**src/rtl/router_fsm_if.sv**
```systemverilog
// Control bundle between the router source side, the FSM, the FIFO status and the register stage.
// The slave modport is the FSM's view; master is the view of whatever surrounds it.
interface router_fsm_if #(
    parameter int NUM_PORTS = 3,
    parameter int ADDR_W    = 2
);
    logic                 pkt_valid;
    logic [ADDR_W-1:0]    data_in;
    logic                 fifo_full;
    logic [NUM_PORTS-1:0] fifo_empty;
    logic [NUM_PORTS-1:0] soft_reset;
    logic                 parity_done;
    logic                 low_pkt_valid;

    logic                 detect_add;
    logic                 lfd_state;
    logic                 ld_state;
    logic                 laf_state;
    logic                 full_state;
    logic                 rst_int_reg;
    logic                 write_enb_reg;
    logic                 busy;

    modport slave (
        input  pkt_valid, data_in, fifo_full, fifo_empty, soft_reset,
               parity_done, low_pkt_valid,
        output detect_add, lfd_state, ld_state, laf_state, full_state,
               rst_int_reg, write_enb_reg, busy
    );

    modport master (
        output pkt_valid, data_in, fifo_full, fifo_empty, soft_reset,
               parity_done, low_pkt_valid,
        input  detect_add, lfd_state, ld_state, laf_state, full_state,
               rst_int_reg, write_enb_reg, busy
    );
endinterface

```
**src/rtl/router_fsm.sv**
```systemverilog
// Packet-flow controller for the 1x3 router: decodes header address, sequences header/payload/parity loads.
// Latency: Moore outputs decoded from the state register, valid the cycle after each transition edge.
// Backpressure: fifo_full parks the FSM in FIFO_FULL_STATE with busy high; soft_reset of the active port aborts to DA.
module router_fsm #(
    parameter int NUM_PORTS = 3,
    parameter int ADDR_W    = 2
) (
    input  logic       clock,
    input  logic       resetn,
    router_fsm_if.slave bus
);

    typedef enum logic [2:0] {
        DECODE_ADDRESS     = 3'd0,
        LOAD_FIRST_DATA    = 3'd1,
        LOAD_DATA          = 3'd2,
        LOAD_PARITY        = 3'd3,
        FIFO_FULL_STATE    = 3'd4,
        LOAD_AFTER_FULL    = 3'd5,
        WAIT_TILL_EMPTY    = 3'd6,
        CHECK_PARITY_ERROR = 3'd7
    } state_t;

    state_t            state_q, state_d;
    logic [ADDR_W-1:0] addr_q, addr_d;
    logic              addr_ok;

    assign addr_ok = int'(bus.data_in) < NUM_PORTS;

    always_ff @(posedge clock) begin
        if (!resetn) begin
            state_q <= DECODE_ADDRESS;
            addr_q  <= '0;
        end else begin
            state_q <= state_d;
            addr_q  <= addr_d;
        end
    end

    always_comb begin
        state_d = state_q;
        addr_d  = addr_q;
        case (state_q)
            DECODE_ADDRESS: begin
                if (bus.pkt_valid && addr_ok) begin
                    addr_d  = bus.data_in;
                    state_d = bus.fifo_empty[bus.data_in] ? LOAD_FIRST_DATA : WAIT_TILL_EMPTY;
                end
            end
            LOAD_FIRST_DATA: state_d = LOAD_DATA;
            LOAD_DATA: begin
                // A full FIFO must stall even if the parity byte is arriving this cycle.
                if (bus.fifo_full)       state_d = FIFO_FULL_STATE;
                else if (!bus.pkt_valid) state_d = LOAD_PARITY;
            end
            FIFO_FULL_STATE: begin
                if (!bus.fifo_full) state_d = LOAD_AFTER_FULL;
            end
            LOAD_AFTER_FULL: begin
                if (bus.parity_done)        state_d = DECODE_ADDRESS;
                else if (bus.low_pkt_valid) state_d = LOAD_PARITY;
                else                        state_d = LOAD_DATA;
            end
            LOAD_PARITY: state_d = CHECK_PARITY_ERROR;
            CHECK_PARITY_ERROR: begin
                state_d = bus.fifo_full ? FIFO_FULL_STATE : DECODE_ADDRESS;
            end
            WAIT_TILL_EMPTY: begin
                if (bus.fifo_empty[addr_q]) state_d = LOAD_FIRST_DATA;
            end
            default: state_d = DECODE_ADDRESS;
        endcase

        // Timeout from the active port abandons the packet; idle DA is unaffected.
        if (state_q != DECODE_ADDRESS && bus.soft_reset[addr_q]) begin
            state_d = DECODE_ADDRESS;
        end
    end

    assign bus.detect_add    = (state_q == DECODE_ADDRESS);
    assign bus.lfd_state     = (state_q == LOAD_FIRST_DATA);
    assign bus.ld_state      = (state_q == LOAD_DATA);
    assign bus.laf_state     = (state_q == LOAD_AFTER_FULL);
    assign bus.full_state    = (state_q == FIFO_FULL_STATE);
    assign bus.rst_int_reg   = (state_q == CHECK_PARITY_ERROR);
    assign bus.write_enb_reg = (state_q == LOAD_DATA) || (state_q == LOAD_AFTER_FULL) ||
                               (state_q == LOAD_PARITY);
    assign bus.busy          = (state_q != DECODE_ADDRESS) && (state_q != LOAD_DATA);

endmodule

```
**src/flat_wrapper.sv**
```systemverilog
// flat-port wrapper written by rule: the top's interface ports become plain ports
module router_fsm_flat 
#(
    parameter int NUM_PORTS = 3,
    parameter int ADDR_W    = 2
)
  (clock, resetn, bus_pkt_valid, bus_data_in, bus_fifo_full, bus_fifo_empty, bus_soft_reset, bus_parity_done, bus_low_pkt_valid, bus_detect_add, bus_lfd_state, bus_ld_state, bus_laf_state, bus_full_state, bus_rst_int_reg, bus_write_enb_reg, bus_busy);
  router_fsm_if #(.NUM_PORTS(NUM_PORTS), .ADDR_W(ADDR_W)) bus_i ();
  input  logic clock;
  input  logic resetn;
  input wire logic [$bits(bus_i.pkt_valid)-1:0] bus_pkt_valid;
  input wire logic [$bits(bus_i.data_in)-1:0] bus_data_in;
  input wire logic [$bits(bus_i.fifo_full)-1:0] bus_fifo_full;
  input wire logic [$bits(bus_i.fifo_empty)-1:0] bus_fifo_empty;
  input wire logic [$bits(bus_i.soft_reset)-1:0] bus_soft_reset;
  input wire logic [$bits(bus_i.parity_done)-1:0] bus_parity_done;
  input wire logic [$bits(bus_i.low_pkt_valid)-1:0] bus_low_pkt_valid;
  output wire logic [$bits(bus_i.detect_add)-1:0] bus_detect_add;
  output wire logic [$bits(bus_i.lfd_state)-1:0] bus_lfd_state;
  output wire logic [$bits(bus_i.ld_state)-1:0] bus_ld_state;
  output wire logic [$bits(bus_i.laf_state)-1:0] bus_laf_state;
  output wire logic [$bits(bus_i.full_state)-1:0] bus_full_state;
  output wire logic [$bits(bus_i.rst_int_reg)-1:0] bus_rst_int_reg;
  output wire logic [$bits(bus_i.write_enb_reg)-1:0] bus_write_enb_reg;
  output wire logic [$bits(bus_i.busy)-1:0] bus_busy;
  assign bus_i.pkt_valid = bus_pkt_valid;
  assign bus_i.data_in = bus_data_in;
  assign bus_i.fifo_full = bus_fifo_full;
  assign bus_i.fifo_empty = bus_fifo_empty;
  assign bus_i.soft_reset = bus_soft_reset;
  assign bus_i.parity_done = bus_parity_done;
  assign bus_i.low_pkt_valid = bus_low_pkt_valid;
  assign bus_detect_add = bus_i.detect_add;
  assign bus_lfd_state = bus_i.lfd_state;
  assign bus_ld_state = bus_i.ld_state;
  assign bus_laf_state = bus_i.laf_state;
  assign bus_full_state = bus_i.full_state;
  assign bus_rst_int_reg = bus_i.rst_int_reg;
  assign bus_write_enb_reg = bus_i.write_enb_reg;
  assign bus_busy = bus_i.busy;
  router_fsm #(.NUM_PORTS(NUM_PORTS), .ADDR_W(ADDR_W)) u_core (.clock(clock), .resetn(resetn), .bus(bus_i));
endmodule
```
**config.mk**
```make
export PLATFORM = sky130hd
export DESIGN_NAME = router_fsm_flat
export DESIGN_NICKNAME = d
export VERILOG_FILES = /design/src/rtl/router_fsm_if.sv /design/src/rtl/router_fsm.sv /design/src/flat_wrapper.sv
export SDC_FILE = /design/constraint.sdc
export NUM_CORES = 1
export LEC_CHECK = 0
export BUFFER_PORTS_ARGS = -buffer_cell sky130_fd_sc_hd__buf_2
export CAP_MARGIN = 20
export CORE_AREA = 2 2 39 41
export DETAILED_ROUTE_END_ITERATION = 12
export DIE_AREA = 0 0 41 43
export PLACE_DENSITY = 0.68
export SETUP_SLACK_MARGIN = 0.15
export SKIP_LAST_GASP = 1
export SYNTH_ARGS = -nofsm -noshare
export SYNTH_HDL_FRONTEND = slang
export SYNTH_SLANG_ARGS = --single-unit
```
**constraint.sdc**
```tcl
create_clock -name clock -period 1.3 [get_ports clock]
set_input_delay 0.065 -clock clock [delete_from_list [all_inputs] [get_ports clock]]
set_output_delay 0.065 -clock clock [all_outputs]
set_load 0.02 [all_outputs]
```
==> flow_summary.ini <==
[route]
wl_per_cell_um = 13.7
wl_met3_um = 124
drc = 0
drt_wl_total_um = 1420
top_layer = met3
route.vias.total = 567
dr.pass1.iters = 4
route.met2.wl_um = 749
met1Wirelength_um = 550
ant_nets = 0
drtIter0Drc = 5
vias_per_cell = 5.45

[critical_path]
r2r_slack_ps = 10
crit_fanout = 6
cp-end-kind = output pin
worstSetupStartpointType = register
critPathArrivalTime_ps = 1220
r2r_cells = 5
crit_type = reg2out
worstPathRequired_ps = 1240

[global_route]
grt_pass1_vias = 527
grt_max_degree = 11
grt-ovfl-total = 0
antenna_found_initial = 0
grt_pass1_wl_um = 2150
groute.usage.overall_pct = 17.5

[logic_synthesis]
synth-simple-area-share_pct = 34.5
syn_area_um2 = 493
ys_async_sr_fraction_pct = 0
avgSynthCellArea_um2 = 8.96
ys_ff_latch = 5
synthXorXnorAreaFrac_pct = 0
yosysUniqueCellTypes = 32
synth-edff-count = 0
synth_flop_cell = dfxtp_1
synthesis.nets = 69
postSynthCellCount = 55
yosysSeqAreaShare_pct = 20.3
synthMuxAreaShare_pct = 6.09
synth_fa_ha_area_share_pct = 0
ys_warn_count = 0
synth_compound_area_share_pct = 34.5
synth_top_family_by_area = compound AO/OA/AOI/OAI gates

[placement]
preCtsSetupSlack_ps = -19.6
placed_area_um2 = 643
port_buffers = 21
hpwl_um = 976
place_congestion = 0.793

[layout]
finalInstanceArea_um2 = 831
area_growth_pct = 68.5
fillCellCount = 125
final_nets = 103
n_antenna_cell = 0
layout_common_cells = buf_2, buf_4, buf_6
drive_gt1_share_pct = 69.3
layout_commonest_cell = buf_2

[clock_tree]
cts_tree = built
cts_sinks = 5
root_buffer = clkbuf_4
h-tree-depth = 1
insertion_delay_ps = 240
clk_pin_slew_ps = 40
cts-buffers-inserted = 3
cts_buffer_depth = 2

[power_and_ir_drop]
vdd_drop_max_mv = 1.31
p_leak_nw = 0.376
p_per_area_nw_per_um2 = 2840
power_mw = 2.36

[sta]
hold_viol = 0
relSlewSlack_pct = 82.0
tightest_slew_ps = 270
rsz0062_at_grt = yes
fin_hold_ws_ps = 113
setup_viol = 0
period_needed_ps = 1290
setup_tns_ps = 0
fmax_ghz = 0.777
finalCritPeriodShare_pct = 99.0
fin_ws_ps = 12.7
finalClockSkew_ps = 0.376
slew_viol_final = 0

[status]
status = finished clean

[floorplanning]
die_width_um = 41
core_um2 = 1380
die_area_um2 = 1760
fp.dieH_um = 43
start_util_pct = 35.6
io_pins = 22
rows = 14

[min_path]
hp-class = in2reg
worst_hold_path.num_cells = 2

[flow_run]
cap_violations = 0
## where the power goes
part	switching, mW	internal (mW)	total, mW	leakage, nW
registers	0.153	0.244	0.397	0.0435
logic	0.821	0.964	1.79	0.317
clock network	0.0633	0.116	0.179	0.0150
## state kept, by name, indices dropped and copies added, names as in the netlist
signal	count
u_core.addr_q	2
u_core.state_q	3
## kinds of logic after synthesis
logic type | count (synthesis)
and+or+nand+nor | 25
AOI/OAI and AO/OA | 18
DFF | 5
buffers and inverters | 4
muxes | 3
## final timing paths
| path | startpoint | end |
|---|---|---|
| min | resetn | u_core.addr_q[0] |
| min reg2reg | u_core.addr_q[0] | u_core.addr_q[0] |
| max | u_core.state_q[2] | bus_write_enb_reg |
| max reg2reg | u_core.state_q[0] | u_core.state_q[1] |
## area by class of cell
type,instances,area [um2],share of cell area (%)
clock buffer,4,26.3,3.16
tap,16,20.0,2.41
multi-input combinational,46,443,53.3
inverter,2,7.51,0.904
timing repair buffer,31,221,26.7
sequential,5,113,13.6
## worst max-delay path: stages, from the launching register on
cell and delay [ps]:
dfxtp_4 370, buf_6 120, and3_2 190, o21bai_1 150, buf_4 160
## synthesized netlist by cell type, types with 2 or more instances
| cell type | number | share of area, % |
|---|---|---|
| o22ai_1 | 2 | 2.5 |
| and3_2 | 2 | 3.0 |
| o21a_1 | 2 | 3.0 |
| nor2_1 | 7 | 5.3 |
| dfxtp_1 | 5 | 20 |
| and3b_1 | 2 | 3.6 |
| inv_1 | 2 | 1.5 |
| nand2_1 | 3 | 2.3 |
| buf_4 | 2 | 3.0 |
| o221a_2 | 2 | 4.6 |
| mux2i_1 | 3 | 6.1 |
| nand3b_1 | 3 | 4.6 |
## layer usage
metal / vias to the layer above / GRT usage, %
li1: 278 / -
met1: 265 / 18.3
met2: 24 / 29.1
met3: 0 / 8.90
met4: 0 / 4.67
met5: - / 0
## stage by stage
step                utilization (%)  cells
floorplan                         -     55
global placement               46.5     94
detailed placement             46.5     94
CTS                            56.0    102
global route                   60.0    104
finish                         60.0    104
## repair_timing
action / CTS / global route
cloned: 0 / 0
endpoints found under the hold margin: 0 / 0
gates resized for setup: 21 / 6
pin swaps: 3 / 0
setup endpoints to repair: 13 / 12
hold buffers: 0 / 0
buffers inserted: 4 / 2
Power figures use the tool's default switching activity.
